<file path="src/rtl/avg_iq_accumulator.sv">
// Integrates signed I/Q samples over 2^L samples per word and writes each averaged
// pair into a capture BRAM, publishing {busy, words completed} as a status word.
module avg_iq_accumulator #(
  parameter int DATA_W       = 16,
  parameter int LOG2_MAX_LEN = 16,
  parameter int ADDR_W       = 10
) (
  input  logic                     user_clk,
  input  logic                     rst_n,
  input  logic                     in_valid,
  input  logic signed [DATA_W-1:0] in_i,
  input  logic signed [DATA_W-1:0] in_q,
  input  logic                     ctrl_start,
  input  logic                     ctrl_stop,
  input  logic [4:0]               ctrl_log2_len,
  output logic                     bram_we,
  output logic [ADDR_W-1:0]        bram_addr,
  output logic [31:0]              bram_data,
  output logic                     busy,
  output logic [31:0]              avg_addr
);

  localparam int ACC_W = DATA_W + LOG2_MAX_LEN;
  localparam int CNT_W = LOG2_MAX_LEN + 1;
  localparam int PAD_W = 31 - (ADDR_W + 1);
  localparam logic [4:0]        MAX_LEN   = 5'(LOG2_MAX_LEN);
  localparam logic [ADDR_W:0]   LAST_WORD = {1'b0, {ADDR_W{1'b1}}};
  localparam logic [ADDR_W:0]   WORD_ONE  = {{ADDR_W{1'b0}}, 1'b1};
  localparam logic [CNT_W-1:0]  CNT_ONE   = {{(CNT_W-1){1'b0}}, 1'b1};

  typedef enum logic {IDLE, RUN} state_t;

  state_t            state_reg, state_next;
  logic              start_q_reg, start_armed_reg, start_edge, start_go;
  logic [4:0]        log2_len_reg, len_clamped;
  logic [CNT_W-1:0]  cnt_reg, last_cnt;
  logic [ADDR_W:0]   word_cnt_reg, word_cnt_next;
  logic              accept, word_done, final_write;
  logic              bram_we_reg, busy_reg, busy_next;
  logic [31:0]       avg_addr_reg, avg_pair;

  // A start level already high when reset releases is treated as held, not as a new edge.
  assign start_edge  = ctrl_start & ~start_q_reg & start_armed_reg;
  assign len_clamped = (ctrl_log2_len > MAX_LEN) ? MAX_LEN : ctrl_log2_len;
  assign last_cnt    = ~({CNT_W{1'b1}} << log2_len_reg);
  assign final_write = bram_we_reg && (word_cnt_reg == LAST_WORD);

  always_ff @(posedge user_clk or negedge rst_n) begin
    if (!rst_n) state_reg <= IDLE;
    else        state_reg <= state_next;
  end

  always_comb begin
    state_next    = state_reg;
    start_go      = 1'b0;
    accept        = 1'b0;
    word_done     = 1'b0;
    case (state_reg)
      IDLE: begin
        if (start_edge) begin
          start_go   = 1'b1;
          state_next = RUN;
        end
      end
      RUN: begin
        // Stop beats a coinciding final sample; the last write's cycle also ends the run.
        if (ctrl_stop || final_write) begin
          state_next = IDLE;
        end else if (in_valid) begin
          accept    = 1'b1;
          word_done = (cnt_reg == last_cnt);
        end
      end
      default: state_next = IDLE;
    endcase

    busy_next     = (state_next == RUN);
    word_cnt_next = word_cnt_reg;
    if (start_go)         word_cnt_next = '0;
    else if (bram_we_reg) word_cnt_next = word_cnt_reg + WORD_ONE;
  end

  always_ff @(posedge user_clk or negedge rst_n) begin
    if (!rst_n) begin
      start_q_reg     <= 1'b0;
      start_armed_reg <= 1'b0;
      log2_len_reg    <= '0;
      cnt_reg         <= '0;
      word_cnt_reg    <= '0;
      bram_we_reg     <= 1'b0;
      busy_reg        <= 1'b0;
      avg_addr_reg    <= '0;
    end else begin
      start_q_reg     <= ctrl_start;
      start_armed_reg <= start_armed_reg | ~ctrl_start;
      if (start_go) begin
        log2_len_reg <= len_clamped;
        cnt_reg      <= '0;
      end else if (accept) begin
        cnt_reg <= word_done ? '0 : cnt_reg + CNT_ONE;
      end
      bram_we_reg  <= word_done;
      word_cnt_reg <= word_cnt_next;
      busy_reg     <= busy_next;
      // Built from next-state values so every status bit moves on the same edge.
      avg_addr_reg <= {busy_next, {PAD_W{1'b0}}, word_cnt_next};
    end
  end

  genvar gi;
  generate
    for (gi = 0; gi < 2; gi++) begin : g_chan
      logic signed [DATA_W-1:0] sample;
      logic signed [ACC_W-1:0]  acc_reg, sum;
      logic [15:0]              avg_trunc, avg_reg;

      assign sample    = (gi == 0) ? in_i : in_q;
      assign sum       = acc_reg + ACC_W'(sample);
      assign avg_trunc = 16'(sum >>> log2_len_reg);

      always_ff @(posedge user_clk or negedge rst_n) begin
        if (!rst_n) begin
          acc_reg <= '0;
          avg_reg <= '0;
        end else begin
          if (start_go)    acc_reg <= '0;
          else if (accept) acc_reg <= word_done ? '0 : sum;
          if (word_done)   avg_reg <= avg_trunc;
        end
      end

      // I occupies the upper half of the BRAM word, Q the lower half.
      assign avg_pair[31-16*gi -: 16] = avg_reg;
    end
  endgenerate

  assign bram_we   = bram_we_reg;
  assign bram_addr = word_cnt_reg[ADDR_W-1:0];
  assign bram_data = avg_pair;
  assign busy      = busy_reg;
  assign avg_addr  = avg_addr_reg;

endmodule

</file>
<file path="config.mk">
export PLATFORM = sky130hd
export DESIGN_NAME = avg_iq_accumulator
export DESIGN_NICKNAME = d
export VERILOG_FILES = /design/src/rtl/avg_iq_accumulator.sv
export SDC_FILE = /design/constraint.sdc
export NUM_CORES = 1
export LEC_CHECK = 0
export CAP_MARGIN = 10
export CELL_PAD_IN_SITES_DETAIL_PLACEMENT = 1
export CELL_PAD_IN_SITES_GLOBAL_PLACEMENT = 1
export CORE_AREA = 4 4 174 176
export DETAILED_ROUTE_END_ITERATION = 7
export DIE_AREA = 0 0 178 180
export GPL_TIMING_DRIVEN = 0
export HOLD_SLACK_MARGIN = 0.1
export MAX_ROUTING_LAYER = met4
export PLACE_DENSITY = 0.84
export SYNTH_ARGS = -nofsm -noshare
export SYNTH_HDL_FRONTEND = slang
export SYNTH_SLANG_ARGS = --single-unit
</file>
<file path="constraint.sdc">
create_clock -name user_clk -period 11.5 [get_ports user_clk]
set_input_delay 1.725 -clock user_clk [delete_from_list [all_inputs] [get_ports user_clk]]
set_output_delay 1.725 -clock user_clk [all_outputs]
set_load 0.005 [all_outputs]
</file>
; Word level (Yosys, flattened, before mapping)
; Cells that the tools add are included.
[totals]
in_bits = 42
wordCells = 54
output_inout_bits = 76
reg_bits = 145
[op_classes]
reduce_logical = 3
addsub = 4
shifts = 3
n_bitwise = 7
magnitude_cmp = 1
eq_ne = 2
n_mux = 22
[ops]
columns = cell, n
row1 = two-way mux 32 bit, 6
row2 = adder 32 x 16 -> 32 bit, 2
row3 = >>> shifter 32 x 5 -> 16 bit, 2
row4 = two-way mux 17 bit, 3
row5 = two-way mux 11 bit, 2
row6 = adder 17 x 1 -> 17 bit (second input constant), 1
row7 = equality test 17 bit, 1
row8 = inverter 17 bit, 1
row9 = left shift 17 x 5 -> 17 bit (first input constant), 1
row10 = adder 11 x 1 -> 11 bit (second input constant), 1
row11 = equality test 11 x 10 -> 1 bit (second input constant), 1
row12 = two-way mux 1 bit, 9
row13 = greater-than comparator 5 bit (second input constant), 1
row14 = two-way mux 5 bit, 1
row15 = inverter 1 bit, 3
row16 = bitwise AND 1 bit, 2
row17 = one-hot mux 1 bit (2 select lines), 1
row18 = nonzero test 2 bit, 1
row19 = logical AND 1 bit, 1
row20 = logical OR 1 bit, 1
row21 = OR 1 bit, 1

; Longest topological paths before layout
; Gate-level depths: netlist (run 1).
[depth]
ltp_word = 9
mapped_depth = 13
mapped_depth_nobuf = 13

; Worst setup path after synthesis (run 1)
; No wires, ideal clock.
[synth_timing]
path_kind = input port to flip-flop
start = in in_i[0]
end = reg g_chan[0].avg_reg[13]
slack_ps = 6471
t_arrival_ps = 4965
required_time_ps = 11435
setup_time_ps = 65
n_path_buf = 0
path_stages = 12
cell_sequence = ha_1 -> fa_1 -> a21o_1 -> a221o_1 -> a21oi_2 -> o21ai_1 -> a31oi_1 -> mux2_2 -> a222oi_1 -> nor3_1 -> o41ai_1 -> a31o_2
[synth_via]
elab_chain_len = 2
[synth_lines]
columns = item, line
row1 = "start, declared", 11  ; input logic signed [DATA_W-1:0] in_i,
row2 = adder 32 x 16 -> 32 bit, 118  ; assign sum = acc_reg + ACC_W'(sample);
row3 = >>> shifter 32 x 5 -> 16 bit, 119  ; assign avg_trunc = 16'(sum >>> log2_len_reg);
row4 = "end signal, assigned", 128  ; if (word_done) avg_reg <= avg_trunc;
row5 = "end, declared", 115  ; logic [15:0] avg_trunc, avg_reg;
; Every way passes these cells.
; A chain may end at the register's enable or synchronous reset.

; Final worst setup path (run 1)
[layout_timing]
start = in in_i[15]
end = reg g_chan[0].avg_reg[15]
; The elaborated chain is that of the path after synthesis.

==> results of run 1 <==
stage by stage:
| stage | area [µm²] | utilization (%) | hold slack (ns) |
|---|---|---|---|
| 2_1_floorplan | 13670 | - | 0.4246 |
| 3_3_place_gp | 15120 | 52.83 | 0.4425 |
| 3_5_place_dp | 15160 | 52.95 | 0.4794 |
| 4_1_cts | 15780 | 55.11 | 0.4943 |
| 5_1_grt | 15780 | 55.11 | 0.5270 |
| 6_report | 15780 | 55.12 | 0.4916 |
synth_stat cells (12+ instances only):
library cell    n
o21a_1         12
nand4_1        28
nand2_1       190
dfrtp_1       133
nand2b_1       14
mux4_2         13
nand3_1        37
a21o_1         34
nor2_1        143
mux2_2         20
o211ai_1       25
buf_4          33
a31oi_1        19
o31ai_1        13
or3_1          22
a221oi_1       14
a21oi_1       122
and2_1         24
clkbuf_1      102
nor4_1         12
a22o_1         51
xor2_1         26
ha_1           64
mux2i_1        38
inv_1          30
nor3_1         34
a211o_1        17
and3_1         24
xnor2_1        36
o21ai_0       125
a211oi_1       34
logic make-up (layout without fill, tap and decap cells):
group | Yosys count | count (layout)
adders and majority gates | 66 | 66
DFF | 133 | 133
muxes | 72 | 72
AOI/OAI and AO/OA | 623 | 623
and+or+nand+nor | 581 | 581
xor gates and xnor gates | 62 | 62
buffers and inverters | 182 | 312
other | 1 | 21
cell type report:
cell class	count	area (µm²)
diodes	1	2.502
inverters	32	120.1
flip-flops and latches	133	3328
multi-input cells	1424	9535
well taps	384	480.5
clock buffers	17	425.4
repair buffers	98	999.7
clock inverters	15	193.9
fillers	3518	12850
plain buffers	150	691.9
worst register-to-register path, cell delays in order, from the launching register on:
cell	delay (ns)
dfrtp_1	0.38
ha_1	0.23
fa_1	0.43
a21o_1	0.23
a221oi_1	0.77
nor4_1	0.17
a211oi_1	0.43
nand2_1	0.13
xor2_1	0.55
mux2i_1	0.24
a2111oi_0	1.27
a211oi_1	0.13
o31ai_1	0.38
routing by layer:
metal | part of all wire [%] | vias to the layer above
met5 | 0 | -
met4 | 6.4 | 0
met3 | 8.5 | 272
met2 | 46 | 961
met1 | 39 | 7952
li1 | - | 6767
worst max path at each step:
stage / startpoint / end / slack [ns] / cells past startpoint
2_1_floorplan: in_i[0] / g_chan[0].avg_reg[13] / 6.47 / 12
3_3_place_gp: rst_n / g_chan[0].avg_reg[7] / 2.94 / 1
3_5_place_dp: in_i[15] / g_chan[0].avg_reg[15] / 4.41 / 13
4_1_cts: in_i[15] / g_chan[0].avg_reg[15] / 4.78 / 13
5_1_grt: in_i[15] / g_chan[0].avg_reg[15] / 4.53 / 13
6_report: in_i[15] / g_chan[0].avg_reg[15] / 4.56 / 13
power breakdown:
| part | total [mW] | switching [mW] | internal (mW) |
|---|---|---|---|
| Clock | 0.617 | 0.271 | 0.346 |
| Combinational | 2.10 | 1.42 | 0.684 |
| Sequential | 0.596 | 0.0562 | 0.540 |
==> qor.csv, run 1 <==
metric,value,unit
synth_top_cell_area_share,24.47,%
synth_flop_cell,dfrtp_1,
synth_fa_ha_area_share,6.183,%
clock_latency,0.48,ns
cp_max_fo,17,
arrival,7.30,ns
worst_slack,4.557,ns
grt_use_total,42.03,%
vias,15952,
drt_drc_violations_left,0,
met3_usage,8.193,%
clkSinkCount,133,
fin_tns_setup,0,ns
worst_pin_slew,1.440,ns
synthTopCellsByArea,"dfrtp_1 24%, ha_1 5.9%, nand2_1 5.2%, o21ai_0 4.6%, a21oi_1 4.5%",
p_leak,6.761,nW
violations,max-capacitance violations,
min_from,g_chan[0].acc_reg[22],
drive_above_1_share,7.223,%
start_util,47.51,%
area_delta_synth_final,16.02,%
die_area,32040,µm²
yosysUniqueCellTypes,92,
rows,62,
htreeDepth,4,
fin_worst_skew,0.01357,ns
syn-cell-area,13600,µm²
synth_top_family_by_area,compound AO/OA/AOI/OAI gates,
async_reset_ff_share,100.0,%
yosysWarnings,0,
post_cts_resized,0,
slew_headroom,1.534,%
postCtsSetupBuffers,0,
cts_root_buf,clkbuf_16,
fin_crit,6.943,ns
rr_worst_depth,12,
timing.rr.end,g_chan[0].avg_reg[15],
post_drt_wl_per_cell,29.41,µm
fin_cells,2254,
synthCells,1720,
reg2reg_slack,6.04,ns
synthSimpleGateAreaFrac,20.72,%
final_nets,1964,
io_buffers,97,
synth_mux_area_share,6.716,%
clk_path_buf_depth,2,
syn_area_per_cell,7.907,µm²
ys_seq_elements,133,
finalSetupViolations,0,
hold_buffers,0,
cts_buffers,17,
synth_edf_count,0,
use_met1,50.43,%
drt-vias-per-instance,7.077,
crit_required,11.86,ns
fp.dieH,180,µm
io_pins,118,
pre_cts_ws,4.413,ns
status,"finished, violations left",
cap_violations,1,
ir_drop,0.0001237,V
fmax,0.1440,GHz
worstHoldPathCells,2,
yosys.area.top_type,dfrtp_1,
crit_top_cell,a211oi_1,
grt_pass1_wl,100600,µm
gr-max-usage-layer,met2,
dp_cells,2221,
rsz0062_at_grt,no,
cp_num_buf_inv,2,
drtIter0Drc,1791,
hold-path-endpoint,g_chan[0].acc_reg[22],
end_kind,register,
cts_tree,built,
most-common-layout-cells,"190 x nand2_1, 143 x nor2_1, 133 x dfrtp_1, 125 x o21ai_0, 122 x a21oi_1",
cts.clk_slew.worst_paths,0.07,ns
hold_class,reg2reg,
gr-usage-met2,66.16,%
total_power,3.317,mW
die_x,178,µm
first_pass_iters,6,
grt_overflow,0,
final_common_cell,nand2_1,
r2r_start,g_chan[0].acc_reg[0],
grt_max_degree,71,
crit_chain,clkdlybuf4s50_1 > ha_1 > clkbuf_1 > a21oi_1 > o21ai_0 > nor3b_1 > a211oi_1 > nand2_1 > xor2_1 > mux2i_1 > a2111oi_0 > a211oi_1 > o31ai_1,
start_kind,input pin,
ys_seq_area_share,24.47,%
synth_compound_area_share,31.92,%
synth_xor_area_share,3.993,%
gp_congestion,1.071,
worstSetupPathType,in2reg,
hpwl,49730,µm
ant_nets,0,
powerDensity,210.2,nW/µm²
finalCritPeriodShare,60.37,%
core_area,28630,µm²
crit_family,compound AO/OA/AOI/OAI gates,
antenna_found_initial,1,
final-hold-violation-count,0,
final_max_slew_viol_count,0,
grt_pass1_vias,16452,
largest_reg_flops,64,
slowest_stage,a2111oi_0,
max_stage_delay,1.27,ns
routed_wl,66290,µm
Note: power is estimated with default switching activity, not from simulation.
==> run 2, diff against run 1 <==
--- a/config.mk
+++ b/config.mk
@@ -8,13 +8,13 @@
 export CAP_MARGIN = 10
 export CELL_PAD_IN_SITES_DETAIL_PLACEMENT = 1
 export CELL_PAD_IN_SITES_GLOBAL_PLACEMENT = 1
-export CORE_AREA = 4 4 174 176
+export CORE_AREA = 4 4 188 190
 export DETAILED_ROUTE_END_ITERATION = 7
-export DIE_AREA = 0 0 178 180
+export DIE_AREA = 0 0 192 194
 export GPL_TIMING_DRIVEN = 0
 export HOLD_SLACK_MARGIN = 0.1
 export MAX_ROUTING_LAYER = met4
-export PLACE_DENSITY = 0.84
+export PLACE_DENSITY = 0.76
 export SYNTH_ARGS = -nofsm -noshare
 export SYNTH_HDL_FRONTEND = slang
 export SYNTH_SLANG_ARGS = --single-unit
==> constraint.sdc (replaced) <==
create_clock -name user_clk -period 5.75 [get_ports user_clk]
set_input_delay 0.8625 -clock user_clk [delete_from_list [all_inputs] [get_ports user_clk]]
set_output_delay 0.8625 -clock user_clk [all_outputs]
set_load 0.005 [all_outputs]
==> qor.csv, run 2 (synthesis gave the netlist of run 1 again) <==
metric,value,unit
io_pins,118,
finalCritPeriodShare,98.60,%
drtIter0Drc,1521,
met3_usage,6.248,%
fin_tns_setup,0,ns
worst_pin_slew,1.126,ns
p_switching,3.473,mW
slowest_stage,clkdlybuf4s50_1,
antenna_found_initial,1,
arrival,6.07,ns
first_pass_iters,5,
post_cts_resized,0,
grt_max_degree,74,
rows,67,
grt_overflow,0,
grt_use_total,37.09,%
gr-usage-met2,59.49,%
cts_buffers,17,
p_seq_share,18.3,%
final_nets,1966,
start_util,40.66,%
clkSinkCount,133,
gp_congestion,1.022,
p_sw_share,53.20,%
final_common_cell,nand2_1,
cts_tree,built,
total_power,6.528,mW
worst_slack,0.08046,ns
crit_chain,clkdlybuf4s50_1 > ha_1 > clkbuf_1 > nand4_1 > or3_1 > a21oi_1 > nor2_1 > o21ba_2 > o31ai_1 > o21ai_0 > a2111oi_0 > a211o_1,
power.internal,3.055,mW
postCtsSetupBuffers,0,
seq_area,3328,µm²
post_drt_wl_per_cell,29.36,µm
vias,15470,
crit_required,6.16,ns
r2r_start,log2_len_reg[3],
rsz0062_at_grt,no,
multi_input_area,9538,µm²
fp.dieH,194,µm
area_delta_synth_final,16.29,%
die_area,37250,µm²
cp_num_buf_inv,2,
grt_pass1_wl,101900,µm
crit_family,compound AO/OA/AOI/OAI gates,
final_max_slew_viol_count,0,
die_x,192,µm
hold_buffers,0,
cts.clk_slew.worst_paths,0.07,ns
drive_above_1_share,7.215,%
drt_drc_violations_left,0,
final-hold-violation-count,0,
hpwl,52470,µm
timing.rr.end,g_chan[0].avg_reg[9],
io_buffers,97,
most-common-layout-cells,"190 x nand2_1, 143 x nor2_1, 133 x dfrtp_1, 125 x o21ai_0, 122 x a21oi_1",
fin_worst_skew,0.01200,ns
drt-vias-per-instance,6.668,
pre_cts_ws,-0.2702,ns
ant_nets,0,
fmax,0.1764,GHz
utilization,47.28,%
use_met1,46.01,%
finalSetupViolations,0,
grt_pass1_vias,15675,
fill_cells,4092,
end_kind,register,
combPwrFrac,64.4,%
rr_worst_depth,13,
worstSetupPathType,in2reg,
core_area,33450,µm²
cp_max_fo,17,
p_clk_share,17.3,%
fin_crit,5.670,ns
max_stage_delay,0.86,ns
largest_reg_flops,64,
ir_drop,0.0002380,V
clock_latency,0.47,ns
cts_root_buf,clkbuf_16,
status,completed,
reg2reg_slack,0.31,ns
gr-max-usage-layer,met2,
hold_class,in2async,
routed_wl,68130,µm
cap_violations,0,
powerDensity,412.8,nW/µm²
start_kind,input pin,
htreeDepth,4,
slew_headroom,24.94,%
clk_path_buf_depth,2,
p_leak,6.741,nW
## run 2: changes by cell type in the layout (fill, tap and decap cells not counted), moves of 2 or more
cell       before  now
bufinv_16       3    1
clkbuf_1      102  104
clkinv_2        0    2
inv_6           5    3
## run 2: area by class of cell
type	instances	area share, %
plain buffers	150	4.375
clock buffers	19	2.737
inverters	32	0.7595
clock inverters	13	0.7832
multi-input cells	1424	60.31
flip-flops and latches	133	21.04
well taps	448	3.544
diodes	1	0.01582
repair buffers	100	6.432
## run 2: power by group through the flow
stage,Sequential [mW],Combinational (mW),Clock (mW)
2_1_floorplan,1.17,2.62,0
3_3_place_gp,1.20,3.98,0
3_5_place_dp,1.21,4.04,0
4_1_cts,1.19,4.07,1.13
5_1_grt,1.21,4.45,1.17
6_report,1.20,4.20,1.13
## run 2: metal layers
| metal | vias up | wire [µm] |
|---|---|---|
| met5 | - | 0 |
| met4 | 0 | 3487 |
| met3 | 183 | 4894 |
| met2 | 723 | 32160 |
| met1 | 7780 | 27580 |
| li1 | 6784 | - |
## run 2: metrics by stage
stage / hold slack (ns) / cell area [µm²] / cells
2_1_floorplan: 0.4246 / 13670 / 1739
3_3_place_gp: 0.4418 / 15200 / 2284
3_5_place_dp: 0.4749 / 15250 / 2287
4_1_cts: 0.4073 / 15810 / 2319
5_1_grt: 0.4192 / 15820 / 2320
6_report: 0.3784 / 15820 / 2320
## run 2: how the worst max path moves through the flow
| stage | from | end | slack [ns] | depth (start not counted) |
|---|---|---|---|---|
| after floorplan | in_i[0] | g_chan[0].avg_reg[13] | 1.58 | 12 |
| after global placement | rst_n | g_chan[0].avg_reg[15] | -2.15 | 1 |
| after detailed placement | in_i[15] | g_chan[0].avg_reg[8] | -0.27 | 12 |
| after CTS | in_i[15] | g_chan[0].avg_reg[8] | 0.19 | 12 |
| after global routing | in_i[15] | g_chan[0].avg_reg[13] | 0.02 | 13 |
| final | in_q[15] | g_chan[1].avg_reg[11] | 0.08 | 12 |
==> run 3, diff against run 2 <==
--- a/config.mk
+++ b/config.mk
@@ -9,6 +9,7 @@
 export CELL_PAD_IN_SITES_DETAIL_PLACEMENT = 1
 export CELL_PAD_IN_SITES_GLOBAL_PLACEMENT = 1
 export CORE_AREA = 4 4 188 190
+export CTS_CLUSTER_SIZE = 24
 export DETAILED_ROUTE_END_ITERATION = 7
 export DIE_AREA = 0 0 192 194
 export GPL_TIMING_DRIVEN = 0
==> results of run 3 <==
Final layout, timing and power as in run 2 (identical DEF).
